File: config.mk
export PLATFORM = sky130hd
export DESIGN_NAME = register_pipe
export DESIGN_NICKNAME = d
export VERILOG_FILES = /design/src/rtl/register_pipe.sv
export SDC_FILE = /design/constraint.sdc
export NUM_CORES = 1
export LEC_CHECK = 0
export ABC_AREA = 1
export CAP_MARGIN = 15
export CORE_MARGIN = 5
export CORE_UTILIZATION = 48
export DETAILED_ROUTE_END_ITERATION = 6
export PLACE_DENSITY_LB_ADDON = 0.1
export SETUP_SLACK_MARGIN = 0.4
export SLEW_MARGIN = 25
export SYNTH_ARGS = -nofsm -noshare
export SYNTH_HDL_FRONTEND = slang
export SYNTH_SLANG_ARGS = --single-unit
File: constraint.sdc
create_clock -name clk -period 3.3 [get_ports clk]
set_input_delay 0.495 -clock clk [delete_from_list [all_inputs] [get_ports clk]]
set_output_delay 0.495 -clock clk [all_outputs]
set_load 0.01 [all_outputs]
File: src/rtl/register_pipe.sv
// ============================================================================
// Module      : register_pipe
// Description : DEPTH-stage valid/ready register pipeline. Each stage has a
//               main register and a skid register, so every ready is registered.
// Revision    : 1.0 - initial release
// ============================================================================
`default_nettype none

module register_pipe #(
    parameter int                 WIDTH     = 8,
    parameter int                 DEPTH     = 2,
    parameter logic [WIDTH-1:0]   RESET_VAL = '0
) (
    input  logic                             clk,
    input  logic                             rst_n,
    input  logic                             en,
    input  logic                             flush,
    input  logic                             in_valid,
    input  logic [WIDTH-1:0]                 in_data,
    output logic                             in_ready,
    output logic                             out_valid,
    output logic [WIDTH-1:0]                 out_data,
    input  logic                             out_ready,
    output logic [$clog2(2*DEPTH+1)-1:0]     count
);

    localparam int COUNT_W = $clog2(2*DEPTH+1);

    logic [DEPTH-1:0]  w_main_v;
    logic [DEPTH-1:0]  w_skid_v;
    logic [WIDTH-1:0]  w_main_d [DEPTH];
    logic              w_run;
    logic              w_acc;
    logic              w_out_xfer;
    logic [COUNT_W-1:0] r_count;

    assign w_run = en & ~flush;

    for (genvar i = 0; i < DEPTH; i++) begin : g_stage
        logic              r_main_v;
        logic              r_skid_v;
        logic [WIDTH-1:0]  r_main_d;
        logic [WIDTH-1:0]  r_skid_d;
        logic              w_up_valid;
        logic [WIDTH-1:0]  w_up_data;
        logic              w_dn_ready;
        logic              w_up_xfer;
        logic              w_consume;

        if (i == 0) begin : g_head
            assign w_up_valid = in_valid;
            assign w_up_data  = in_data;
        end else begin : g_link
            assign w_up_valid = w_main_v[i-1];
            assign w_up_data  = w_main_d[i-1];
        end

        // Downstream ready is the next stage's registered skid-empty flag.
        if (i == DEPTH-1) begin : g_tail
            assign w_dn_ready = out_ready;
        end else begin : g_mid
            assign w_dn_ready = ~w_skid_v[i+1];
        end

        assign w_up_xfer = w_up_valid & ~r_skid_v;
        assign w_consume = r_main_v & w_dn_ready;

        always_ff @(posedge clk or negedge rst_n) begin
            if (!rst_n) begin
                r_main_v <= 1'b0;
                r_skid_v <= 1'b0;
                r_main_d <= RESET_VAL;
                r_skid_d <= RESET_VAL;
            end else if (w_run) begin
                if (r_skid_v) begin
                    if (w_consume || !r_main_v) begin
                        r_main_v <= 1'b1;
                        r_main_d <= r_skid_d;
                        r_skid_v <= 1'b0;
                    end
                end else if (w_up_xfer) begin
                    if (w_consume || !r_main_v) begin
                        r_main_v <= 1'b1;
                        r_main_d <= w_up_data;
                    end else begin
                        r_skid_v <= 1'b1;
                        r_skid_d <= w_up_data;
                    end
                end else if (w_consume) begin
                    r_main_v <= 1'b0;
                end
            end else if (en) begin
                // Flush drops the words but leaves the data registers as they are.
                r_main_v <= 1'b0;
                r_skid_v <= 1'b0;
            end
        end

        assign w_main_v[i] = r_main_v;
        assign w_skid_v[i] = r_skid_v;
        assign w_main_d[i] = r_main_d;
    end

    assign w_acc      = w_run & in_valid & ~w_skid_v[0];
    assign w_out_xfer = w_run & w_main_v[DEPTH-1] & out_ready;

    always_ff @(posedge clk or negedge rst_n) begin
        if (!rst_n) begin
            r_count <= '0;
        end else if (en) begin
            if (flush) begin
                r_count <= '0;
            end else if (w_acc && !w_out_xfer) begin
                r_count <= r_count + COUNT_W'(1);
            end else if (!w_acc && w_out_xfer) begin
                r_count <= r_count - COUNT_W'(1);
            end
        end
    end

    assign in_ready  = ~w_skid_v[0] & en;
    assign out_valid = w_main_v[DEPTH-1] & en;
    assign out_data  = w_main_d[DEPTH-1];
    assign count     = r_count;

endmodule

`default_nettype wire

==> flow_summary.ini <==
[global_route]
grtUsageTotal_pct = 13.7
grt_max_degree = 40
grt_first_pass_wirelength_um = 5780
antenna_found_initial = 0
grt-ovfl-total = 0
first_global_vias = 1268

[cts]
cts_sinks = 39
h-tree-depth = 2
cts_tree = built
clockRootBuffer = clkbuf_8
cts_resized = 0
insertion_delay_ns = 0.28
cts_made_buffers = 5
clk_pin_slew_worst_paths_ns = 0.07
ctsHoldBuffers = 0
cts_buffer_depth = 2
cts_setup_buffers = 0

[logic_synthesis]
ys_types = 25
synth_seq_cells = 39
synthArstFlopShare_pct = 100
synth_top_area_share_pct = 50.7
synth_area_um2 = 1930
synth_area_per_cell_um2 = 9.13
synth_top_area_cell = dfrtp_1
ys.flop_type = dfrtp_1
ys_warn_count = 0
yosys-top-cells-count = 67 x nand2_1, 39 x dfrtp_1, 32 x o21ai_0, 28 x inv_1, 8 x o21a_1
synth.most_common_cell = nand2_1
synth_top_cells_by_area = dfrtp_1 51%, nand2_1 13%, o21ai_0 8.3%
postSynthCellCount = 211
synthesis.nets = 226
synth_edf_count = 0
seq_area_frac_synth_pct = 50.7

[final_layout]
antenna_cells = 0
n_fill_cell = 379
synthToLayoutAreaGrowth_pct = 17.2
final_nets = 252
layout-drive-gt1-share_pct = 8.82
final_util_pct = 57.2
multi_input_area_um2 = 768
seqCellArea_um2 = 976
final_area_um2 = 2260

[sta]
finalHoldViolations = 0
report.final.slew_viol_count = 0
setup_violations = 0
finalCritPeriodShare_pct = 70.1
relSlewSlack_pct = 43.9
min_period_ns = 2.31
worst_pin_slew_ns = 0.842
fin_ws_ns = 0.987
tns_ns = 0
timing.fmax_mhz = 432
fin_skew_ns = 0.00497
rsz0062_at_grt = false

[routing]
drcViolationCount = 0
first_pass_iters = 4
drt_iter0_drc = 60
vias_per_cell = 4.61
wl_per_cell_um = 10.6
final_antenna_net_count = 0
finalWirelength_um = 3040
via_count = 1329

[worst_setup_path]
critPathMaxFanout = 7
crit_path_cell_trace = clkdlybuf4s50_1, inv_2, nor2_1, clkdlybuf4s50_1
cp_slowest_cell = clkdlybuf4s50_1
crit_path_frequent_cell = clkdlybuf4s50_1
worstSetupPathType = input pin to primary output
critPathTopFamily = buffers and inverters
critPathArrivalTime_ns = 1.82
reg2reg_setup_slack_ns = 1.62
critical_path.endpoint_type = primary output
cp_num_buf_inv = 3
critPathRequiredTime_ns = 2.80
critPathLaunchType = input pin
max_stage_delay_ns = 0.59

[floorplanning]
initial_core_util_pct = 48.8
ios = 27
fp.dieW_um = 73.3
die_h_um = 73.3
core_area_um2 = 3940
die_area_um2 = 5380
num_rows = 23

[pwr]
power.density_nw_per_um2 = 536
combPwrFrac_pct = 25.6
power_w = 0.00121
power.leakage_nw = 1.11
pwr-share-clk_pct = 24.8
p_sw_w = 0.000336
p_sw_share_pct = 27.7
p_int_w = 0.000874
seq_power_share_pct = 49.6
ir_worst_vdd_uv = 253

[run]
max-cap-violations = 0

[placement]
placed_area_um2 = 2170
hpwl_um = 2260
gp_congestion = 0.771
port_buffers = 26
pre_cts_slack_ns = 0.841

[run_status]
status = complete, no violations

[hold_path]
hold_path_class = input pin to asynchronous set/reset pin
-- path summary, 6_finish.rpt --
| kind | from | endpoint | depth (start not counted) |
|---|---|---|---|
| min reg2reg | g_stage[1].r_skid_d[3] | g_stage[1].r_skid_d[3] | 2 |
| min | rst_n | out_data[2] | 1 |
| min in group clk | g_stage[1].r_skid_d[3] | g_stage[1].r_skid_d[3] | 2 |
| max in group asynchronous | rst_n | g_stage[0].r_skid_v | 1 |
| max | en | in_ready | 4 |
| max reg2reg | g_stage[1].r_main_v | count[2] | 10 |
-- stage by stage --
| stage | hold WS (ns) | cells |
|---|---|---|
| 4_1_cts | 0.346 | 288 |
| 2_1_floorplan | 0.199 | 211 |
| 6_report | 0.312 | 288 |
| 3_5_place_dp | 0.468 | 280 |
| 3_3_place_gp | 0.461 | 280 |
| 5_1_grt | 0.390 | 288 |
-- registers in the layout (all words and copies together) (netlist names) --
| name | cells |
|---|---|
| g_stage.r_skid_d | 16 |
| g_stage.r_main_d | 8 |
| out_data | 8 |
| count | 3 |
| g_stage.r_main_v | 2 |
| g_stage.r_skid_v | 2 |
-- power groups by stage --
| stage | Combinational (W) | Clock (W) | Sequential (W) |
|---|---|---|---|
| after global placement | 0.000308 | 0 | 0.000608 |
| final | 0.000310 | 0.000300 | 0.000601 |
| after CTS | 0.000316 | 0.000315 | 0.000602 |
| after detailed placement | 0.000315 | 0 | 0.000612 |
| after floorplan | 0.000148 | 0 | 0.000628 |
| after global routing | 0.000351 | 0.000338 | 0.000613 |
-- area by class of cell --
class,count,area share (%)
clock buffer,7,3.38
clock inverter,1,0.222
inverter,30,4.99
multi-input combinational,135,34.1
sequential,39,43.3
tap,50,2.77
timing repair buffer,26,11.3
-- cell families (layout without fill, tap and decap cells) --
logic type / count (synthesis) / after routing / synth area share (%)
buffers and inverters: 37 / 64 / 9.42
AOI/OAI and AO/OA: 52 / 52 / 17.0
xor gates and xnor gates: 1 / 1 / 0.455
DFF: 39 / 39 / 50.7
adders and majority gates: 1 / 1 / 1.04
and+or+nand+nor: 81 / 81 / 21.4
-- metal layers --
metal	track usage, %	share of wire, %	vias to the layer above
met2	19.8	40	29
li1	-	-	727
met5	0	0	-
met1	19.3	52	567
met3	3.28	5.9	6
met4	6.64	2.3	0
-- cell usage in the layout (no fill, tap or decap), types with 2 or more instances in the layout --
cell and n:
nand2_4 2, clkbuf_8 5, inv_1 28, dfrtp_1 39
o211ai_1 6, inv_2 2, nor2_8 3, o21ai_0 32
nand2_1 67, clkdlybuf4s50_1 25, nand3_1 4, o21a_1 8
clkbuf_1 2, o21ai_2 2, nor2_1 2
No activity file was read; power rests on OpenSTA's default activity.
